`config.mk`:
```
export PLATFORM = sky130hd
export DESIGN_NAME = mips_pipe_ctrl
export DESIGN_NICKNAME = d
export VERILOG_FILES = /design/src/rtl/mips_ctrl_pkg.sv /design/src/rtl/mips_main_decoder.sv /design/src/rtl/mips_pipe_ctrl.sv
export SDC_FILE = /design/constraint.sdc
export NUM_CORES = 1
export LEC_CHECK = 0
export ABC_AREA = 1
export BUFFER_PORTS_ARGS = -buffer_cell sky130_fd_sc_hd__buf_2
export CAP_MARGIN = 20
export CORE_MARGIN = 2
export CORE_UTILIZATION = 51
export CTS_CLUSTER_DIAMETER = 150
export DETAILED_ROUTE_END_ITERATION = 10
export PLACE_DENSITY = 0.75
export SYNTH_ARGS = -nofsm -noshare
export SYNTH_HDL_FRONTEND = slang
export SYNTH_HIERARCHICAL = 1
export SYNTH_SLANG_ARGS = --single-unit
```
`constraint.sdc`:
```
create_clock -name c_clk -period 3.6 [get_ports c_clk]
set_clock_uncertainty 0.1 [all_clocks]
set_input_delay 1.08 -clock c_clk [delete_from_list [all_inputs] [get_ports c_clk]]
set_output_delay 1.08 -clock c_clk [all_outputs]
set_load 0.02 [all_outputs]
```
`src/rtl/mips_ctrl_pkg.sv`:
```
// rtl/mips_ctrl_pkg.sv - shared opcodes, ALUOp/FSM encodings and control bundle layout
package mips_ctrl_pkg;

  localparam int OPCODE_W = 6;
  localparam int ALUOP_W  = 2;
  localparam int CTRL_W   = 9;

  localparam logic [OPCODE_W-1:0] OP_RTYPE = 6'b000000;
  localparam logic [OPCODE_W-1:0] OP_LW    = 6'b100011;
  localparam logic [OPCODE_W-1:0] OP_SW    = 6'b101011;
  localparam logic [OPCODE_W-1:0] OP_BEQ   = 6'b000100;
  localparam logic [OPCODE_W-1:0] OP_ADDI  = 6'b001000;

  localparam logic [ALUOP_W-1:0] ALUOP_ADD   = 2'b00;
  localparam logic [ALUOP_W-1:0] ALUOP_SUB   = 2'b01;
  localparam logic [ALUOP_W-1:0] ALUOP_FUNCT = 2'b10;

  localparam logic [1:0] ST_IDLE  = 2'b00;
  localparam logic [1:0] ST_FILL  = 2'b01;
  localparam logic [1:0] ST_RUN   = 2'b10;
  localparam logic [1:0] ST_DRAIN = 2'b11;

  // MSB first: reg_dst .. reg_write
  typedef struct packed {
    logic               reg_dst;
    logic               alu_src;
    logic [ALUOP_W-1:0] alu_op;
    logic               branch;
    logic               mem_read;
    logic               mem_write;
    logic               mem_to_reg;
    logic               reg_write;
  } ctrl_t;

  localparam ctrl_t CTRL_BUBBLE = '0;

endpackage

```
`src/rtl/mips_main_decoder.sv`:
```
// rtl/mips_main_decoder.sv - combinational opcode to control bundle decode
module mips_main_decoder
  import mips_ctrl_pkg::*;
#(
  parameter int OPCODE_WIDTH = OPCODE_W
) (
  input  logic [OPCODE_WIDTH-1:0] i_opcode,
  output ctrl_t                   o_ctrl
);

  always_comb begin
    o_ctrl = CTRL_BUBBLE;
    case (i_opcode)
      OP_RTYPE: begin
        o_ctrl.reg_dst   = 1'b1;
        o_ctrl.reg_write = 1'b1;
        o_ctrl.alu_op    = ALUOP_FUNCT;
      end
      OP_LW: begin
        o_ctrl.alu_src    = 1'b1;
        o_ctrl.mem_read   = 1'b1;
        o_ctrl.mem_to_reg = 1'b1;
        o_ctrl.reg_write  = 1'b1;
        o_ctrl.alu_op     = ALUOP_ADD;
      end
      OP_SW: begin
        o_ctrl.alu_src   = 1'b1;
        o_ctrl.mem_write = 1'b1;
        o_ctrl.alu_op    = ALUOP_ADD;
      end
      OP_BEQ: begin
        o_ctrl.branch = 1'b1;
        o_ctrl.alu_op = ALUOP_SUB;
      end
      OP_ADDI: begin
        o_ctrl.alu_src   = 1'b1;
        o_ctrl.reg_write = 1'b1;
        o_ctrl.alu_op    = ALUOP_ADD;
      end
      default: o_ctrl = CTRL_BUBBLE;
    endcase
  end

endmodule

```
`src/rtl/mips_pipe_ctrl.sv`:
```
// rtl/mips_pipe_ctrl.sv - pipelined MIPS control: FSM, stage registers, load-use stall, branch flush
// Optional illegal-opcode trap enabled by MIPS_PIPE_CTRL_ILLEGAL_TRAP_EN.
module mips_pipe_ctrl
  import mips_ctrl_pkg::*;
#(
  parameter int OPCODE_WIDTH = OPCODE_W,
  parameter int REG_AWIDTH   = 5,
  parameter int FILL_CYCLES  = 4
) (
  input  logic                    c_clk,
  input  logic                    c_rst,
  input  logic                    c_i_start,
  input  logic                    c_i_stop,
  input  logic [OPCODE_WIDTH-1:0] c_i_opcode,
  input  logic [REG_AWIDTH-1:0]   c_i_rs,
  input  logic [REG_AWIDTH-1:0]   c_i_rt,
  input  logic                    c_i_zero,
  output logic                    c_o_ce,
  output logic                    c_o_stall,
  output logic                    c_o_pcsrc,
  output logic                    c_o_RegDst,
  output logic                    c_o_ALUSrc,
  output logic [1:0]              c_o_ALUOp,
  output logic                    c_o_Branch,
  output logic                    c_o_MemRead,
  output logic                    c_o_MemWrite,
  output logic                    c_o_RegWrite,
  output logic                    c_o_MemtoReg,
  output logic                    c_o_wb_valid,
`ifdef MIPS_PIPE_CTRL_ILLEGAL_TRAP_EN
  output logic                    c_o_illegal,
`endif
  output logic [1:0]              c_o_state
);

  localparam int CNT_MAX = (FILL_CYCLES > 3) ? FILL_CYCLES : 3;
  localparam int CNT_W   = $clog2(CNT_MAX + 1);
  localparam logic [CNT_W-1:0] FILL_LAST  = CNT_W'(FILL_CYCLES - 1);
  localparam logic [CNT_W-1:0] DRAIN_LAST = CNT_W'(2);

  logic [1:0]            r_state;
  logic [CNT_W-1:0]      r_cnt;
  ctrl_t                 r_idex, r_exmem, r_memwb;
  logic [REG_AWIDTH-1:0] r_idex_rt;

  ctrl_t w_dec;
  logic  w_ce, w_flush, w_hazard, w_stall, w_bubble_id, w_trap, w_start_ok;

  mips_main_decoder #(.OPCODE_WIDTH(OPCODE_WIDTH)) u_dec (
    .i_opcode (c_i_opcode),
    .o_ctrl   (w_dec)
  );

  assign w_ce        = (r_state != ST_IDLE);
  assign w_flush     = w_ce && r_exmem.branch && c_i_zero;
  assign w_hazard    = r_idex.mem_read && (r_idex_rt != '0) &&
                       ((r_idex_rt == c_i_rs) || (r_idex_rt == c_i_rt));
  assign w_stall     = w_ce && w_hazard && !w_flush;
  assign w_bubble_id = (r_state == ST_DRAIN) || w_stall || w_flush;

`ifdef MIPS_PIPE_CTRL_ILLEGAL_TRAP_EN
  logic r_illegal;
  // Every legal opcode sets at least one control bit, so an all-zero decode marks an undecoded one.
  assign w_trap      = w_ce && !w_bubble_id && (w_dec == CTRL_BUBBLE);
  assign w_start_ok  = c_i_start && !r_illegal;
  assign c_o_illegal = r_illegal;

  always_ff @(posedge c_clk) begin
    if (c_rst)       r_illegal <= 1'b0;
    else if (w_trap) r_illegal <= 1'b1;
  end
`else
  assign w_trap     = 1'b0;
  assign w_start_ok = c_i_start;
`endif

  always_ff @(posedge c_clk) begin
    if (c_rst) begin
      r_state <= ST_IDLE;
      r_cnt   <= '0;
    end else if (w_trap) begin
      r_state <= ST_DRAIN;
      r_cnt   <= '0;
    end else begin
      case (r_state)
        ST_IDLE: if (w_start_ok) begin
          r_state <= ST_FILL;
          r_cnt   <= '0;
        end
        ST_FILL: if (r_cnt == FILL_LAST) begin
          r_state <= ST_RUN;
          r_cnt   <= '0;
        end else begin
          r_cnt <= r_cnt + 1'b1;
        end
        ST_RUN: if (c_i_stop) begin
          r_state <= ST_DRAIN;
          r_cnt   <= '0;
        end
        default: if (r_cnt == DRAIN_LAST) begin
          r_state <= ST_IDLE;
          r_cnt   <= '0;
        end else begin
          r_cnt <= r_cnt + 1'b1;
        end
      endcase
    end
  end

  always_ff @(posedge c_clk) begin
    if (c_rst) begin
      r_idex    <= CTRL_BUBBLE;
      r_idex_rt <= '0;
      r_exmem   <= CTRL_BUBBLE;
      r_memwb   <= CTRL_BUBBLE;
    end else if (w_ce) begin
      if (w_bubble_id) begin
        r_idex    <= CTRL_BUBBLE;
        r_idex_rt <= '0;
      end else begin
        r_idex    <= w_dec;
        r_idex_rt <= c_i_rt;
      end
      r_exmem <= w_flush ? CTRL_BUBBLE : r_idex;
      r_memwb <= r_exmem;
    end
  end

  assign c_o_ce       = w_ce;
  assign c_o_stall    = w_stall;
  assign c_o_pcsrc    = w_flush;
  assign c_o_RegDst   = r_idex.reg_dst;
  assign c_o_ALUSrc   = r_idex.alu_src;
  assign c_o_ALUOp    = r_idex.alu_op;
  assign c_o_Branch   = r_exmem.branch;
  assign c_o_MemRead  = r_exmem.mem_read;
  assign c_o_MemWrite = r_exmem.mem_write;
  assign c_o_RegWrite = r_memwb.reg_write;
  assign c_o_MemtoReg = r_memwb.mem_to_reg;
  assign c_o_wb_valid = (r_state == ST_RUN) || (r_state == ST_DRAIN);
  assign c_o_state    = r_state;

endmodule
```
# Word-level counts from Yosys, hierarchy flattened
# Cells that the tools add are included.
[op_classes]
n_addsub = 1
n_mul = 0
n_div = 0
magnitude_cmp = 0
n_eq_ne = 14
shift = 0
n_mux = 20
bitwise_logic = 0
n_reduce_logical = 20
[ops]
columns = ["op", "count"]
rows = [
  ["$eq A6 B6 Y1 const B", 2],
  ["$mux W3", 4],
  ["$eq A5 B5 Y1", 2],
  ["$mux W5", 2],
  ["$mux W9", 1],
  ["$pmux W3 S3", 1],
  ["$mux W2", 4],
  ["$eq A3 B2 Y1 const B", 2],
  ["$eq A6 B3 Y1 const B", 1],
  ["$eq A6 B4 Y1 const B", 1],
  ["$logic_and A1 B1 Y1", 6],
  ["$logic_not A6 Y1", 1],
  ["$mux W1", 6],
  ["$ne A2 B2 Y1 const B", 3],
  ["$pmux W2 S3", 1],
  ["$reduce_or A3 Y1", 2],
  ["$reduce_bool A5 Y1", 1],
  ["$eq A2 B2 Y1 const B", 2],
  ["$logic_or A1 B1 Y1", 4],
  ["$pmux W2 S2", 1],
  ["$reduce_and A4 Y1", 1],
  ["$reduce_bool A4 Y1", 1],
  ["$add A3 B1 Y3 const B", 1],
  ["$eq A2 B1 Y1 const B", 1],
  ["other kinds (4)", 4],
]
[totals]
register_bits = 26
latch_bits = 0
mem_bits_rw = 0
rom_bits = 0
input_bits = 21
out_inout_bits = 15
wordCells = 73
n_memories = 0

# Depth between registers and ports, before layout
[logic_depth]
depth_word = 8
ltp_mapped = 10
depth_no_buf = 9

# By module
# Netlist, hierarchy kept.
[by_module_without_submodules]
columns = ["mod", "instances", "cells_per_inst", "area_each_um2", "seq_area_each_um2"]
rows = [
  ["mips_pipe_ctrl", 1, 224, 1612.8, 520.5],
  ["mips_main_decoder", 1, 28, 132.6, 0.0],
]

# Worst setup path after synthesis
# OpenSTA, ideal clock, no wires.
[synth_timing]
path_type = "input-to-output"
startpoint = "input port c_i_rt[3]"
endpoint = "output port c_o_stall"
arrival_ps = 1804
required_ps = 2420
setup_slack_ps = 616
stages = 9
n_path_buf = 1
cell_sequence = "inv_1 nand2_1 nand2_1 nor2_1 nand3_1 nand2_2 nand2_4 buf_12 inv_1"
[synth_via]
elab_chain_cells = 5
[synth_rtl]
columns = ["item", "line_no", "source"]
rows = [
  ["from (decl)", "mips_pipe_ctrl.sv:16", "input logic [REG_AWIDTH-1:0] c_i_rt,"],
  ["$eq A5 B5 Y1", "mips_pipe_ctrl.sv:57", "((r_idex_rt == c_i_rs) || (r_idex_rt == c_i_rt));"],
  ["$logic_or A1 B1 Y1", "mips_pipe_ctrl.sv:57", ""],
  ["$logic_and A1 B1 Y1", "mips_pipe_ctrl.sv:56", "assign w_hazard = r_idex.mem_read && (r_idex_rt != '0) &&"],
  ["$logic_and A1 B1 Y1 (2 in series)", "mips_pipe_ctrl.sv:58", "assign w_stall = w_ce && w_hazard && !w_flush;"],
  ["to (decl)", "mips_pipe_ctrl.sv:19", "output logic c_o_stall,"],
]
# Every way passes these cells.

# Worst setup path in the final report
[layout_timing]
startpoint = "input port c_i_rs[4]"
endpoint = "output port c_o_stall"
[layout_via]
elab_chain_cells = 5
[layout_rtl]
columns = ["item", "line_no", "source"]
rows = [
  ["from (decl)", "mips_pipe_ctrl.sv:15", "input logic [REG_AWIDTH-1:0] c_i_rs,"],
  ["$eq A5 B5 Y1", "mips_pipe_ctrl.sv:57", ""],
  ["$logic_or A1 B1 Y1", "mips_pipe_ctrl.sv:57", ""],
  ["$logic_and A1 B1 Y1", "mips_pipe_ctrl.sv:56", ""],
  ["$logic_and A1 B1 Y1 (2 in series)", "mips_pipe_ctrl.sv:58", ""],
]
# Every way passes these cells.

==> impl_results.html <==
<table>
<tr><th>Metric</th><th>Value</th></tr>
<tr><th colspan="2">Timing</th></tr>
<tr><td>Final setup violating endpoints</td><td>0</td></tr>
<tr><td>Total negative slack for setup checks</td><td>0 ps</td></tr>
<tr><td>Relative slew margins</td><td>between 60 and 70%</td></tr>
<tr><td>Number of pins exceeding their max-slew limit in the final report</td><td>0</td></tr>
<tr><td>Part of the cycle the worst path needs</td><td>88.35%</td></tr>
<tr><td>RSZ-0062 raised after global routing</td><td>false</td></tr>
<tr><td>Pin slew with the least headroom to its limit</td><td>around 460 ps</td></tr>
<tr><td>Endpoints failing hold</td><td>0</td></tr>
<tr><td>Fmax achieved</td><td>roughly 0.31 GHz</td></tr>
<tr><td>Final critical-path required period</td><td>3181 ps</td></tr>
<tr><th colspan="2">Synth</th></tr>
<tr><td>Number of enable-type register cells in the synthesized netlist</td><td>0</td></tr>
<tr><td>Post-Synthesis Cell Area</td><td>1745 um2</td></tr>
<tr><td>Commonest cells in the netlist</td><td>sky130_fd_sc_hd__nand2_1 (47), sky130_fd_sc_hd__nor2_1 (47), sky130_fd_sc_hd__inv_1 (35)</td></tr>
<tr><td>Instance count of the mapped netlist</td><td>~250</td></tr>
<tr><td>Top cell type by total area after synthesis</td><td>sky130_fd_sc_hd__dfxtp_1</td></tr>
<tr><td>Ys Warns</td><td>6</td></tr>
<tr><td>Dominant synthesized flop cell</td><td>sky130_fd_sc_hd__dfxtp_1</td></tr>
<tr><td>Post-synthesis average cell area</td><td>between 6 and 7 um2</td></tr>
<tr><td>FFs w/ async S/R, synth</td><td>0%</td></tr>
<tr><td>Distinct cells, synth</td><td>31</td></tr>
<tr><td>FF+latch count, synth</td><td>26</td></tr>
<tr><td>Net count after synthesis</td><td>around 280</td></tr>
<tr><td>Cell types occupying the most area after synthesis</td><td>sky130_fd_sc_hd__dfxtp_1 (30%), sky130_fd_sc_hd__nand2_1 (10%), sky130_fd_sc_hd__nor2_1 (10%)</td></tr>
<tr><td>Sequential fraction of the synthesis area</td><td>around 30%</td></tr>
<tr><td>Share of Yosys cell area claimed by the top area cell type</td><td>29.82%</td></tr>
<tr><th colspan="2">Drt</th></tr>
<tr><td>Post-detailed-route count of antenna-violating nets</td><td>0</td></tr>
<tr><td>Count of vias placed by the detailed router</td><td>roughly 1500</td></tr>
<tr><td>Vias/cell</td><td>approximately 4.7</td></tr>
<tr><td>Routed len/inst</td><td>9.379 um</td></tr>
<tr><td>Routed Wire Length</td><td>3.067 mm</td></tr>
<tr><td>First-pass iteration count of the detailed router</td><td>4</td></tr>
<tr><td>Detailed-route DRC error count</td><td>0</td></tr>
<tr><td>Iter 0 DRT Violations</td><td>39</td></tr>
<tr><th colspan="2">Worst setup path</th></tr>
<tr><td>Kind of end point of the critical path</td><td>output pin</td></tr>
<tr><td>CP startpoint kind</td><td>input port</td></tr>
<tr><td>Data required, critical path</td><td>about 2400 ps</td></tr>
<tr><td>Type of the worst setup path</td><td>in2out</td></tr>
<tr><td>Worst path arrival time</td><td>2000 ps</td></tr>
<tr><td>FF-to-FF path depth</td><td>8</td></tr>
<tr><td>CP Max Fanout</td><td>15</td></tr>
<tr><th colspan="2">Place</th></tr>
<tr><td>Port Buffer Count</td><td>35</td></tr>
<tr><td>HPWL reported at the end of detailed placement</td><td>approximately 2.4 mm</td></tr>
<tr><td>GPL Wtd Cong</td><td>roughly 0.8</td></tr>
<tr><th colspan="2">GRT</th></tr>
<tr><td>Antenna violations before repair</td><td>0</td></tr>
<tr><td>Number of global-route vias before repair</td><td>1306</td></tr>
<tr><td>Total global-route track usage</td><td>around 17%</td></tr>
<tr><td>Overall overflow remaining after global route</td><td>0</td></tr>
<tr><td>Largest net degree at the start of global routing</td><td>27</td></tr>
<tr><td>Global-route wire length before repair</td><td>5.402 mm</td></tr>
<tr><th colspan="2">Clock network</th></tr>
<tr><td>Post-cts resize count</td><td>0</td></tr>
<tr><td>TritonCTS clock tree</td><td>built</td></tr>
<tr><td>Total of hold buffers inserted after clock tree synthesis</td><td>0</td></tr>
<tr><td>Clock tree root buffer cell</td><td>sky130_fd_sc_hd__clkbuf_4</td></tr>
<tr><td>Insertion delay to the later sink of the worst-skew pair</td><td>~320 ps</td></tr>
<tr><td>Number of buffers added for setup after CTS</td><td>0</td></tr>
<tr><td>Number of buffers inserted during clock tree synthesis</td><td>3</td></tr>
<tr><td>H-tree depth reported by CTS</td><td>1</td></tr>
<tr><td>Sink Count</td><td>26</td></tr>
<tr><td>Post-CTS clock slew at the launch and capture registers of the worst setup and hold paths</td><td>~140 ps</td></tr>
<tr><td>Deepest clock path buffer count</td><td>2</td></tr>
<tr><th colspan="2">Power</th></tr>
<tr><td>Power density over the cells</td><td>669.9 nW/um2</td></tr>
<tr><td>Static Leakage</td><td>0.9051 nW</td></tr>
<tr><td>Max rail drop VDD</td><td>0.5232 mV</td></tr>
<tr><th colspan="2">Die</th></tr>
<tr><td>Die extent in x</td><td>roughly 63 um</td></tr>
<tr><td>Number of I/O pins</td><td>36</td></tr>
<tr><td>Die Y</td><td>around 63 um</td></tr>
<tr><td>Number of placement rows</td><td>21</td></tr>
<tr><td>Placeable Area</td><td>3311 um2</td></tr>
<tr><td>Die footprint</td><td>3906 um2</td></tr>
<tr><td>Initial core utilization</td><td>a little over half</td></tr>
<tr><th colspan="2">Min path</th></tr>
<tr><td>Instance count along the most critical hold path</td><td>2</td></tr>
<tr><td>Class of the tightest hold or removal check</td><td>reg2reg</td></tr>
<tr><th colspan="2">Finish</th></tr>
<tr><td>Final core occ</td><td>57.86%</td></tr>
<tr><td>Final #Nets</td><td>around 310</td></tr>
<tr><td>Synthesis-to-layout area growth</td><td>9.749%</td></tr>
<tr><td>Layout fillers</td><td>353</td></tr>
<tr><td>Share of final-layout standard cells stronger than drive strength 1</td><td>about 27%</td></tr>
<tr><td>Antenna cells</td><td>0</td></tr>
<tr><th colspan="2">Outcome</th></tr>
<tr><td>Run status</td><td>finished, final reports clean</td></tr>
<tr><th colspan="2">Run</th></tr>
<tr><td>Max-capacitance violation count</td><td>0</td></tr>
</table>
[worst max-delay path: stages]
cell	delay, ps
sky130_fd_sc_hd__buf_2	90
sky130_fd_sc_hd__inv_1	40
sky130_fd_sc_hd__nand2_1	50
sky130_fd_sc_hd__nand2_1	50
sky130_fd_sc_hd__nor2_1	140
sky130_fd_sc_hd__nand3_2	90
sky130_fd_sc_hd__nand2_2	80
sky130_fd_sc_hd__nand2_4	130
sky130_fd_sc_hd__inv_1	90
sky130_fd_sc_hd__buf_2	160
[metrics by stage]
step	power (mW)	worst slack, ps	instance area [um2]	std cells	hold slack, ps
3_3_place_gp	1.087	446.9	1863	323	356.1
2_1_floorplan	0.9893	616.0	1745	252	341.1
3_5_place_dp	1.095	415.6	1863	323	354.7
5_1_grt	1.412	254.0	1916	327	388.0
6_report	1.283	419.4	1916	327	376.1
4_1_cts	1.299	409.6	1916	327	375.3
[sequential cells by signal, summed over array words and instances, names as in the netlist, 2 cells and up]
register	flops
r_cnt	3
c_o_ALUOp	2
r_idex	5
c_o_state	2
r_idex_rt	5
r_exmem	2
[cell type report]
class                      instances  area [um2]  share of cell area, %
clock buffer                       3       22.52                  1.176
clock inverter                     1       30.03                  1.568
inverter                          44       166.4                  8.687
multi-input combinational        170       928.4                  48.46
sequential                        26       520.5                  27.17
tap                               46       57.56                  3.005
timing repair buffer              37       190.2                  9.928
[kinds of logic after synthesis]
logic type	share of synthesized area, %
buffers and inverters	16.99
flip-flops	29.82
XOR/XNOR	1.004
AND/OR/NAND/NOR	35.34
AO/OA/AOI/OAI	11.11
adder cells (fa/ha/maj)	5.735
[where the power goes]
group / internal [mW] / switching [mW]
registers: 0.354 / 0.0544
clock network: 0.113 / 0.0893
logic: 0.241 / 0.431
[placed cells by master, fill, tap and decap left out, types with 4 or more instances in the layout]
cell type,synthesis,final
sky130_fd_sc_hd__inv_1,35,35
sky130_fd_sc_hd__a21oi_2,9,9
sky130_fd_sc_hd__o21ai_0,4,4
sky130_fd_sc_hd__a21oi_1,9,9
sky130_fd_sc_hd__nor3_1,5,5
sky130_fd_sc_hd__buf_2,1,35
sky130_fd_sc_hd__nor2_1,47,47
sky130_fd_sc_hd__nand3_1,11,11
sky130_fd_sc_hd__ha_1,8,8
sky130_fd_sc_hd__nand3_2,10,10
sky130_fd_sc_hd__nand2_1,47,47
sky130_fd_sc_hd__dfxtp_1,26,26
sky130_fd_sc_hd__inv_2,6,6
[worst paths after layout]
path / slack [ps] / start / endpoint
min: 380 / r_idex[4] / r_idex[4]
max reg2reg: 1800 / c_o_state[0] / r_cnt[0]
max: 420 / c_i_rs[4] / c_o_stall
min reg2reg: 380 / r_idex[4] / r_idex[4]
[metal layers]
metal  part of all wire, %  track usage, %  vias up
li1                      -               -      829
met1                    50           21.42      660
met2                    44           28.23       31
met3                   4.0           2.342        5
met4                   1.8           7.500        0
met5                     0               0        -
Power figures use the tool's default switching activity.
